==> src/rtl/rfarb_pkg.sv <==
// Shared constants and state type for the register-file write arbiter.
package rfarb_pkg;

  localparam int unsigned REG_COUNT       = 32;
  localparam int unsigned ADDR_W          = 5;
  localparam int unsigned DATA_W          = 32;
  localparam int unsigned FIRST_CLEAR_IDX = 1;
  localparam int unsigned LAST_CLEAR_IDX  = REG_COUNT - 1;

  typedef enum logic {
    CLEAR = 1'b0,
    IDLE  = 1'b1
  } rfarb_state_t;

endpackage

==> src/rtl/rr_picker.sv <==
// Combinational round-robin picker: first valid bit at or above ptr, wrapping.
module rr_picker #(
  parameter int unsigned NUM_REQ = 3,
  parameter int unsigned IDX_W   = $clog2(NUM_REQ)
) (
  input  logic [NUM_REQ-1:0] valid,
  input  logic [IDX_W-1:0]   ptr,
  output logic [NUM_REQ-1:0] grant,
  output logic [IDX_W-1:0]   winner,
  output logic               any
);

  int unsigned idx;

  always_comb begin
    grant  = '0;
    winner = '0;
    any    = 1'b0;
    idx    = 0;
    for (int unsigned off = 0; off < NUM_REQ; off++) begin
      idx = (32'(ptr) + off) % NUM_REQ;
      if (valid[IDX_W'(idx)] && !any) begin
        any                 = 1'b1;
        grant[IDX_W'(idx)]  = 1'b1;
        winner              = IDX_W'(idx);
      end
    end
  end

endmodule

==> src/rtl/regfile_write_arbiter.sv <==
// Round-robin owner of the register-file write port, with a zeroing sweep of x1..x31.
// Optional per-requester grant and stall counters under RFARB_STATS_EN.
module regfile_write_arbiter #(
  parameter int unsigned NUM_REQ = 3,
  parameter int unsigned DATA_W  = 32,
  parameter int unsigned ADDR_W  = 5,
  parameter int unsigned STAT_W  = 16
) (
  input  logic                        clk,
  input  logic                        reset,
  input  logic                        clear_req,
  input  logic [NUM_REQ-1:0]          req_valid,
  input  logic [NUM_REQ*ADDR_W-1:0]   req_rd,
  input  logic [NUM_REQ*DATA_W-1:0]   req_data,
  output logic [NUM_REQ-1:0]          req_ready,
  output logic                        rf_we,
  output logic [ADDR_W-1:0]           rf_waddr,
  output logic [DATA_W-1:0]           rf_wdata,
  output logic                        busy,
  output logic [$clog2(NUM_REQ)-1:0]  last_grant
`ifdef RFARB_STATS_EN
  ,
  output logic [NUM_REQ*STAT_W-1:0]   stat_grants,
  output logic [STAT_W-1:0]           stat_stalls
`endif
);

  import rfarb_pkg::*;

  localparam int unsigned IDX_W = $clog2(NUM_REQ);

  if (NUM_REQ < 2 || NUM_REQ > 8 || STAT_W < 1) begin : g_param_check
    $error("regfile_write_arbiter: unsupported parameterisation");
  end

  rfarb_state_t        state;
  logic [ADDR_W-1:0]   clr_cnt;
  logic [IDX_W-1:0]    rr_ptr;
  logic [IDX_W-1:0]    winner;
  logic [NUM_REQ-1:0]  grant;
  logic                any_valid;
  logic                arb_en;
  logic                accept;
  logic [ADDR_W-1:0]   win_rd;
  logic [DATA_W-1:0]   win_data;

  rr_picker #(
    .NUM_REQ (NUM_REQ),
    .IDX_W   (IDX_W)
  ) u_picker (
    .valid  (req_valid),
    .ptr    (rr_ptr),
    .grant  (grant),
    .winner (winner),
    .any    (any_valid)
  );

  // clear_req in IDLE pre-empts arbitration in the same cycle
  assign arb_en    = (state == IDLE) && !clear_req;
  assign req_ready = arb_en ? grant : '0;
  assign accept    = arb_en && any_valid;
  assign busy      = (state == CLEAR);

  always_comb begin
    win_rd   = '0;
    win_data = '0;
    for (int unsigned i = 0; i < NUM_REQ; i++) begin
      if (grant[i]) begin
        win_rd   = req_rd[i*ADDR_W +: ADDR_W];
        win_data = req_data[i*DATA_W +: DATA_W];
      end
    end
  end

  always_ff @(posedge clk) begin
    if (reset) begin
      state      <= CLEAR;
      clr_cnt    <= ADDR_W'(FIRST_CLEAR_IDX);
      rr_ptr     <= '0;
      last_grant <= '0;
      rf_we      <= 1'b0;
      rf_waddr   <= '0;
      rf_wdata   <= '0;
    end else begin
      case (state)
        CLEAR: begin
          rf_we    <= 1'b1;
          rf_waddr <= clr_cnt;
          rf_wdata <= '0;
          clr_cnt  <= clr_cnt + 1'b1;
          if (clr_cnt == ADDR_W'(LAST_CLEAR_IDX))
            state <= IDLE;
        end
        IDLE: begin
          if (clear_req) begin
            rf_we    <= 1'b1;
            rf_waddr <= ADDR_W'(FIRST_CLEAR_IDX);
            rf_wdata <= '0;
            clr_cnt  <= ADDR_W'(FIRST_CLEAR_IDX + 1);
            state    <= CLEAR;
          end else if (accept) begin
            // x0 requests complete the handshake but never reach the file
            rf_we      <= (win_rd != '0);
            rf_waddr   <= win_rd;
            rf_wdata   <= win_data;
            last_grant <= winner;
            rr_ptr     <= (32'(winner) == NUM_REQ - 1) ? '0 : winner + 1'b1;
          end else begin
            rf_we <= 1'b0;
          end
        end
        default: state <= CLEAR;
      endcase
    end
  end

`ifdef RFARB_STATS_EN
  always_ff @(posedge clk) begin
    if (reset) begin
      stat_grants <= '0;
      stat_stalls <= '0;
    end else begin
      for (int unsigned i = 0; i < NUM_REQ; i++) begin
        if (accept && grant[i] && (stat_grants[i*STAT_W +: STAT_W] != '1))
          stat_grants[i*STAT_W +: STAT_W] <= stat_grants[i*STAT_W +: STAT_W] + 1'b1;
      end
      if ((|req_valid) && !accept && (stat_stalls != '1))
        stat_stalls <= stat_stalls + 1'b1;
    end
  end
`endif

endmodule
==> config.mk <==
export PLATFORM = sky130hd
export DESIGN_NAME = regfile_write_arbiter
export DESIGN_NICKNAME = d
export VERILOG_FILES = /design/src/rtl/rfarb_pkg.sv /design/src/rtl/rr_picker.sv /design/src/rtl/regfile_write_arbiter.sv
export SDC_FILE = /design/constraint.sdc
export NUM_CORES = 1
export LEC_CHECK = 0
export CORE_ASPECT_RATIO = 0.6
export CORE_MARGIN = 5
export CORE_UTILIZATION = 36
export CTS_CLUSTER_DIAMETER = 40
export DETAILED_ROUTE_END_ITERATION = 6
export PLACE_DENSITY = 0.78
export SLEW_MARGIN = 40
export SYNTH_ARGS = -nofsm -noshare
export SYNTH_HDL_FRONTEND = slang
export SYNTH_SLANG_ARGS = --single-unit
==> constraint.sdc <==
create_clock -name clk -period 2.4 [get_ports clk]
set_clock_uncertainty 0.1 [all_clocks]
set_input_delay 0.24 -clock clk [delete_from_list [all_inputs] [get_ports clk]]
set_output_delay 0.24 -clock clk [all_outputs]
set_load 0.005 [all_outputs]
==> impl_metrics.csv, run 1 <==
group,metric,value,unit
setup_path,regToRegStartpoint,"rr_ptr[1]",
setup_path,crit_type,"reg -> reg",
global_routing,grt_max_degree,33,
sta,post-route-period-util,102,%
cells_and_area,mostFrequentLayoutCells,"clkdlybuf4s50_1, buf_4, nand2_1, dfxtp_1",
status,failed_checks,"setup timing",
logic_synthesis,ys_ff_latch,48,
cells_and_area,area_growth,86.2,%
placement,io_buffers,160,
global_routing,gr-total-overflow,0,
clock_tree,numClockSinks,48,
clock_tree,cts_made_buffers,5,
cells_and_area,drive_gt1_share,19.4,%
logic_synthesis,synth-edff-count,0,
run,max-cap-violations,0,
route,wl_per_cell,18.2,µm
route,dr.pass1.iters,5,
worst_hold_path,min_path_cells,2,
setup_path,worstPathArrival,2.54,ns
power_and_ir_drop,p_total,2.13,mW
route,vias_per_cell,5.60,
sta,slew_viol_final,0,
logic_synthesis,ys_types,53,
power_and_ir_drop,power_density,389,nW/µm²
logic_synthesis,syn_avg_cell_area,7.69,µm²
sta,max_slew_margin,76.1,%
setup_path,r2r_setup_slack,-0.06,ns
global_routing,grt_usage,23.7,%
setup_path,startpoint,"rr_ptr[1]",
cells_and_area,final_common_cell,"clkdlybuf4s50_1",
sta,rsz0062_at_grt,"yes",
clock_tree,clk_latency,0.29,ns
route,vias,3829,
setup_path,start_kind,"flip-flop",
worst_hold_path,worstHoldPathType,"reg -> reg",
placement,gp_congestion,0.933,
cells_and_area,design_area,5480,µm²
global_routing,grt_pass1_vias,3848,
worst_hold_path,hold_start,"rf_waddr[0]",
logic_synthesis,async_reset_ff_share,0,%
logic_synthesis,syn_nets,506,
clock_tree,hold_buffers,0,
sta,max_freq,407,MHz
logic_synthesis,yosys-top-cells-area,"dfxtp_1, o2bb2ai_1, a22oi_1, nand3_1, a21oi_1",
cells_and_area,n_antenna_cell,0,
setup_path,end_kind,"flip-flop",
setup_path,r2r_end,"rf_we",
cells_and_area,nets,698,
clock_tree,cts_tree,"built",
logic_synthesis,yosysSeqAreaShare,32.6,%
floorplan,rows,25,
power_and_ir_drop,p_leak,2.01,nW
placement,dp_hpwl,9170,µm
logic_synthesis,yosys_warnings,0,
sta,fin_crit,2.46,ns
floorplan,fp.dieH,80.1,µm
logic_synthesis,synth_ff_type,"dfxtp_1",
clock_tree,htreeDepth,2,
sta,fin_ws,-0.0599,ns
logic_synthesis,syn_area,2950,µm²
sta,max_slew.worst_pin.slew,0.354,ns
clock_tree,clk_pin_slew,0.07,ns
cells_and_area,fin_util,69.3,%
route,drtAntennaViolNets,0,
sta,hold_violations,0,
setup_path,required,2.48,ns
setup_path,crit_fanout,5,
route,drt_iter0_drc,229,
placement,dpl_cell_area,4970,µm²
floorplan,core,7910,µm²
floorplan,die_w,127,µm
floorplan,pin_count,161,
clock_tree,cts_buffer_depth,2,
placement,pre_cts_slack,-0.308,ns
global_routing,grt_antenna_before_repair,0,
logic_synthesis,netlist_instances,383,
route,drc,0,
status,outcome,"complete, but fails checks",
global_routing,grt_pass1_wl,19600,µm
setup_path,r2r_cells,9,
clock_tree,cts-root-buf,"clkbuf_16",
route,wirelength,12500,µm
power_and_ir_drop,ir_drop,0.237,mV
logic_synthesis,yosys.area.top_type,"dfxtp_1",
floorplan,initial_core_util,37.2,%
floorplan,die_area,10100,µm²
logic_synthesis,synth_top_cell_area_share,32.6,%
worst_hold_path,min_to,"rf_waddr[0]",
sta,setup_viol,2,
==> repair_timing <==
| item | CTS | global route |
|---|---|---|
| endpoints found under the setup margin | 41 | 45 |
| hold endpoints to repair | 0 | 0 |
| resized for setup | 37 | 28 |
| pin swaps | 10 | 13 |
| setup buffers | 10 | 3 |
| gates cloned | 0 | 1 |
==> cells by family (layout without fill, tap and decap cells) <==
logic type,count (synthesis),count (layout),share of synthesized area [%]
multiplexers,4,4,1.40
XOR/XNOR,1,1,0.297
AND/OR/NAND/NOR,137,137,21.5
buffers and inverters,43,236,6.20
flip-flops,48,48,32.6
adder cells (fa/ha/maj),6,6,2.55
AO/OA/AOI/OAI,144,144,35.4
==> cells in the mapped netlist, types with 3 or more instances <==
cell,n
dfxtp_1,48
ha_1,6
a22oi_1,33
mux2i_1,3
o21ai_0,5
o2bb2ai_1,33
clkbuf_1,27
nand2_1,48
nand2b_1,4
nor2_1,30
inv_1,6
a21oi_1,40
a211oi_1,4
nand3_1,41
o211ai_1,4
==> flip-flops by register name, summed over array words and instances, names as in the netlist <==
name,cells
rf_wdata,32
clr_cnt,5
rf_waddr,5
last_grant,2
rr_ptr,2
rf_we,1
state,1
==> critical path: stages (launching register included) <==
cell	delay, ns
dfxtp_4	0.35
buf_4	0.13
ha_4	0.31
buf_6	0.13
nor2_1	0.07
o31ai_4	0.33
a2bb2oi_4	0.15
and4_1	0.19
or2_1	0.22
o311a_1	0.35
==> layout make-up <==
cell class                      count  area [µm²]
Tap cell                          108         135
Clock inverter                      2        35.0
Clock buffer                        6         129
Inverter                            9        35.0
Fill cell                         607        2430
Sequential cell                    48         968
Multi-Input combinational cell    292        2080
Timing Repair Buffer              219        2100
==> how the worst max path moves through the flow <==
stage	endpoint	cells after the start
after floorplan	rf_we	10
after global placement	rf_we	8
after detailed placement	rf_we	8
after CTS	rf_we	10
after global routing	rf_waddr[1]	11
final	rf_we	9
==> per-layer routing <==
metal / wire length, µm / part of all wire [%] / global-route usage (%)
met4: 166 / 1.3 / 6.10
met2: 5690 / 46 / 38.7
met1: 5540 / 44 / 30.5
met3: 1060 / 8.5 / 7.31
met5: 0 / 0 / 0
==> power by group <==
part	internal (mW)	switching (mW)
clock	0.491	0.313
combinational	0.312	0.201
sequential	0.805	0.00991
==> through the flow <==
step	hold slack, ns	setup TNS (ns)	instances
floorplan	0.298	0	383
global placement	0.363	-3.63	662
detailed placement	0.377	-6.71	662
CTS	0.397	-0.00965	680
global route	0.432	-0.554	684
finish	0.403	-0.0669	684
(Power assumes the default switching activity.)
==> run 2: changes to the inputs <==
- CORE_ASPECT_RATIO: 0.6 -> 0.8
==> run 2 against run 1 <==
  * The flow still finishes with violations (setup timing)
  * Combinational power barely moved
  * Design area fell by 0.66%
  * Maximum frequency fell by 3.2%
  * Critical path depth rose by 1
  * Register-to-register slack got worse by 0.08 ns
  * Sequential share of layout area rose by 0.12 points
  * Clock power fell by 13%
  * Power fell by 5.0%
  * Critical path type unchanged
  * Final cell count fell by 0.29%
  * Via count fell by 0.26%
  * Core utilization fell by 0.74 points
==> impl_metrics.csv, run 2 (synthesis gave the netlist of run 1 again) <==
group,metric,value,unit
status,outcome,"complete, but fails checks",
status,failed_checks,"setup timing",
cells_and_area,regMostFlops,"rf_wdata",
clock_tree,cts_made_buffers,5,
sta,fin_crit,2.54,ns
power_and_ir_drop,ir_drop,0.378,mV
cells_and_area,mostFrequentLayoutCells,"clkdlybuf4s50_1, nand2_1, dfxtp_1",
run,max-cap-violations,0,
clock_tree,hold_buffers,0,
setup_path,regToRegStartpoint,"rr_ptr[1]",
clock_tree,clk_latency,0.30,ns
cells_and_area,regArea,968,µm²
worst_hold_path,worstHoldPathType,"reg -> reg",
clock_tree,htreeDepth,2,
clock_tree,cts_tree,"built",
floorplan,initial_core_util,37.1,%
worst_hold_path,hold_start,"rf_waddr[0]",
floorplan,fp.dieH,90.9,µm
route,dr.pass1.iters,5,
sta,max_slew_margin,73.2,%
sta,rsz0062_at_grt,"yes",
route,drc,0,
cells_and_area,largestRegisters,"rf_wdata: 32 flops, clr_cnt: 5 flops, rf_waddr: 5 flops",
sta,max_slew.worst_pin.slew,0.402,ns
setup_path,required,2.50,ns
cells_and_area,multi_input_area,2060,µm²
placement,pre_cts_slack,-0.302,ns
cells_and_area,largest_register_ffs,32,
placement,dpl_cell_area,4960,µm²
setup_path,end_kind,"flip-flop",
floorplan,die_w,111,µm
placement,dp_hpwl,8980,µm
sta,tns,-0.259,ns
sta,max_freq,394,MHz
global_routing,gr-total-overflow,0,
route,drtAntennaViolNets,0,
floorplan,die_area,10100,µm²
global_routing,gr-usage-met3,5.56,%
clock_tree,numClockSinks,48,
placement,dp_cells,661,
setup_path,crit_type,"reg -> reg",
cells_and_area,area_growth,84.9,%
sta,fin_hold_ws,0.392,ns
route,wl_per_cell,17.9,µm
cells_and_area,n_antenna_cell,0,
route,vias,3819,
worst_hold_path,min_path_cells,2,
clock_tree,cts-root-buf,"clkbuf_8",
floorplan,rows,29,
worst_hold_path,min_to,"rf_waddr[0]",
global_routing,grt_pass1_wl,19300,µm
cells_and_area,drive_gt1_share,19.2,%
floorplan,pin_count,161,
route,vias_per_cell,5.60,
setup_path,r2r_end,"rf_we",
global_routing,grt_usage,22.7,%
cells_and_area,instances_no_fill,682,
sta,slew_viol_final,0,
power_and_ir_drop,p_leak,1.99,nW
clock_tree,cts_buffer_depth,2,
sta,hold_violations,0,
global_routing,use_met1,28.2,%
power_and_ir_drop,power_density,372,nW/µm²
cells_and_area,design_area,5450,µm²
setup_path,worstPathArrival,2.64,ns
setup_path,r2r_cells,10,
floorplan,core,7950,µm²
placement,gp_congestion,0.854,
sta,post-route-period-util,106,%
route,wirelength,12200,µm
global_routing,grt-busiest-layer,"met2",
placement,io_buffers,160,
sta,setup_viol,3,
sta,fin_ws,-0.141,ns
cells_and_area,final_common_cell,"clkdlybuf4s50_1",
route,drt_iter0_drc,207,
setup_path,r2r_setup_slack,-0.14,ns
global_routing,grt_pass1_vias,4010,
global_routing,grt_max_degree,33,
setup_path,start_kind,"flip-flop",
clock_tree,clk_pin_slew,0.09,ns
global_routing,grt_util_met2,39.5,%
setup_path,crit_fanout,6,
cells_and_area,nets,697,
cells_and_area,fillers,629,
global_routing,grt_antenna_before_repair,0,
[run 2: stage by stage]
step           power (mW)  utilization (%)
4_1_cts              2.01             66.5
6_report             2.02             68.5
3_3_place_gp         1.29             62.4
2_1_floorplan        1.02                -
3_5_place_dp         1.30             62.4
5_1_grt              2.11             68.5
[run 2: worst max-delay path, cell delays in order (launching register included)]
cell and delay, ns:
dfxtp_4 0.37, inv_2 0.08, ha_4 0.21, mux2i_2 0.32, mux2_4 0.24, buf_4 0.12, o221ai_4 0.13, buf_6 0.17
a311oi_2 0.27, o22ai_1 0.14, o311a_1 0.29
[run 2: layout make-up]
type / instances / area share (%)
Clock buffer: 5 / 1.26
Inverter: 9 / 0.689
Tap cell: 108 / 2.48
Sequential cell: 48 / 17.8
Timing Repair Buffer: 218 / 38.8
Clock inverter: 2 / 1.10
Multi-Input combinational cell: 292 / 37.9
[run 2: where the power goes]
part	switching [mW]	leakage, nW	internal [mW]
clock network	0.287	0.0642	0.411
registers	0.0111	0.390	0.804
logic	0.197	1.53	0.314
total	0.496	1.99	1.53
[run 2: how the worst max path moves through the flow]
| stage | start | to | depth (start not counted) |
|---|---|---|---|
| detailed placement | req_valid[2] | rf_we | 10 |
| CTS | rr_ptr[1] | rf_we | 10 |
| global route | rr_ptr[1] | rf_we | 10 |
| finish | rr_ptr[1] | rf_we | 10 |
| floorplan | rr_ptr[0] | rf_we | 10 |
| global placement | req_valid[2] | rf_we | 10 |
[run 2: layer usage]
metal  part of all wire, %  routed length (µm)
met2                    49                6000
met5                     0                   0
met3                   7.2                 879
met1                    42                5170
met4                   1.5                 184
[run 2: what timing repair did]
item / CTS / global route
pin swaps: 10 / 7
setup endpoints to repair: 41 / 42
resized for setup: 36 / 31
buffers inserted: 9 / 5
endpoints found under the hold margin: 0 / 0
==> run 3: changes to the inputs <==
- SKIP_LAST_GASP: unset -> 1
==> run 3 against run 2 <==
  * Power decreased by 0.25%
  * Critical path depth did not move
  * Combinational power down 0.8%
  * Hold slack improved by 0.0016 ns
  * Largest power group unchanged
  * Core utilization is 0.27 points lower
  * Final cell count did not move
  * Clock power about the same
  * Global-route usage is the same
  * First-iteration DRC count up 14%
  * Critical endpoint unchanged
  * Highest routed layer unchanged
  * The flow still finishes with violations (setup timing)
  * Sequential share of layout area grew 0.070 points
  * Non-clock buffer count stayed put
  * Die area stayed put
  * Largest cell class unchanged
  * Critical path type unchanged
==> impl_metrics.csv, run 3 (synthesis gave the netlist of run 1 again) <==
group,metric,value,unit
worst_hold_path,worstHoldPathType,"reg -> reg",
cells_and_area,drive_gt1_share,18.6,%
power_and_ir_drop,ir_drop,0.377,mV
cells_and_area,largestRegisters,"rf_wdata: 32 flops, clr_cnt: 5 flops, rf_waddr: 5 flops",
clock_tree,numClockSinks,48,
sta,tns,-0.146,ns
status,failed_checks,"setup timing",
setup_path,cp.buffers_inverters,3,
clock_tree,clk_latency,0.30,ns
route,wl_met2,5940,µm
global_routing,grt_pass1_wl,19300,µm
power_and_ir_drop,internal-power,1.53,mW
sta,rsz0062_at_grt,"yes",
setup_path,critPathSlowestCell,"dfxtp_4",
setup_path,cpMostUsedCell,"buf_6",
floorplan,die_w,111,µm
route,dr.pass1.iters,5,
global_routing,gr-total-overflow,0,
sta,setup_viol,5,
floorplan,fp.dieH,90.9,µm
setup_path,worstPathArrival,2.57,ns
placement,io_buffers,160,
cells_and_area,regMostFlops,"rf_wdata",
floorplan,core,7950,µm²
route,wl_per_cell,17.7,µm
sta,fin_ws,-0.0679,ns
setup_path,crit_type,"reg -> reg",
route,vias,3802,
cells_and_area,n_antenna_cell,0,
power_and_ir_drop,power_density,372,nW/µm²
sta,post-route-period-util,103,%
setup_path,crit_path_cell_trace,"buf_6 > ha_4 > clkinv_2 > a21oi_4 > o221ai_4 > and2_4 > buf_6 > and4_1 > or2_1 > o311a_1",
power_and_ir_drop,p_clk_share,34.5,%
floorplan,initial_core_util,37.1,%
clock_tree,clk_pin_slew,0.09,ns
route,routed.top_layer,"met4",
route,vias_per_cell,5.57,
setup_path,end_kind,"flip-flop",
setup_path,crit_fanout,5,
route,drt_iter0_drc,235,
power_and_ir_drop,p_seq_share,40.4,%
cells_and_area,area_growth,84.2,%
route,drtAntennaViolNets,0,
clock_tree,htreeDepth,2,
global_routing,grt_pass1_vias,4010,
run,max-cap-violations,0,
power_and_ir_drop,p_leak,1.98,nW
sta,max_slew.worst_pin.slew,0.405,ns
global_routing,grt_usage,22.7,%
setup_path,critical-path-top-delay-family,"compound AO/OA/AOI/OAI gates",
power_and_ir_drop,switchingPower,0.492,mW
power_and_ir_drop,combPwrFrac,25.2,%
clock_tree,cts_buffer_depth,2,
cells_and_area,nets,697,
floorplan,rows,29,
route,wl_met3,884,µm
global_routing,grt_max_degree,33,
global_routing,grt_antenna_before_repair,0,
sta,max_slew_margin,73.0,%
placement,gp_congestion,0.854,
cells_and_area,mostFrequentLayoutCells,"clkdlybuf4s50_1, nand2_1, dfxtp_1",
setup_path,max_stage_delay,0.37,ns
setup_path,required,2.50,ns
status,outcome,"complete, but fails checks",
cells_and_area,largest_register_ffs,32,
cells_and_area,final_common_cell,"clkdlybuf4s50_1",
floorplan,die_area,10100,µm²
setup_path,r2r_setup_slack,-0.07,ns
clock_tree,cts_made_buffers,5,
clock_tree,cts-root-buf,"clkbuf_8",
placement,dp_hpwl,8980,µm
sta,max_freq,405,MHz
route,wirelength_met1,5070,µm
route,drc,0,
sta,slew_viol_final,0,
setup_path,start_kind,"flip-flop",
clock_tree,hold_buffers,0,
floorplan,pin_count,161,
sta,fin_crit,2.47,ns
power_and_ir_drop,swShare,24.4,%
route,wirelength,12100,µm
sta,fin_hold_ws,0.394,ns
sta,hold_violations,0,
clock_tree,cts_tree,"built",
[run 3: cell counts in the layout (fill, tap and decap cells not counted)]
Identical to the previous run, type by type.
[run 3: layer usage]
metal / up-vias / global-route usage [%]
met3: 19 / 5.56
li1: 1808 / -
met5: - / 0
met4: 0 / 6.18
met1: 1813 / 28.2
met2: 162 / 39.5
[run 3: final timing paths]
check         startpoint           to  cells after the start
max            rr_ptr[1]        rf_we                     10
min          rf_waddr[0]  rf_waddr[0]                      2
max reg2reg    rr_ptr[1]        rf_we                     10
min reg2reg  rf_waddr[0]  rf_waddr[0]                      2
[run 3: cell type report]
| type | instances | area [µm²] |
|---|---|---|
| inverter | 9 | 37.5 |
| clock inverter | 2 | 60.1 |
| fill | 626 | 2520 |
| multi-input combinational | 292 | 2040 |
| tap | 108 | 135 |
| clock buffer | 5 | 68.8 |
| sequential | 48 | 968 |
| timing repair buffer | 218 | 2110 |
[run 3: timing repair]
action                     in CTS  in global routing
pin swaps                      10                  7
setup buffers                   9                  5
gates resized for setup        36                 27
setup endpoints to repair      41                 42
[run 3: power by group through the flow]
| stage | Combinational (mW) | Sequential (mW) | Clock, mW |
|---|---|---|---|
| 5_1_grt | 0.550 | 0.817 | 0.744 |
| 6_report | 0.508 | 0.815 | 0.696 |
| 2_1_floorplan | 0.183 | 0.833 | 0 |
| 3_3_place_gp | 0.459 | 0.835 | 0 |
| 4_1_cts | 0.488 | 0.815 | 0.711 |
| 3_5_place_dp | 0.466 | 0.836 | 0 |
[run 3: through the flow]
stage	instances	setup WS, ns	power (mW)	area (µm²)	utilization, %
after floorplan	383	0.00262	1.02	3000	-
after global placement	661	-0.251	1.29	4960	62.4
after detailed placement	661	-0.302	1.30	4960	62.4
after CTS	677	-0.0465	2.01	5290	66.5
after global routing	682	-0.176	2.11	5430	68.3
final	682	-0.0679	2.02	5430	68.3
[run 3: tightest hold or removal path, stage by stage, from the launching register on]
cell	delay (ns)
dfxtp_1	0.33
nand3_1	0.06
a21oi_1	0.06
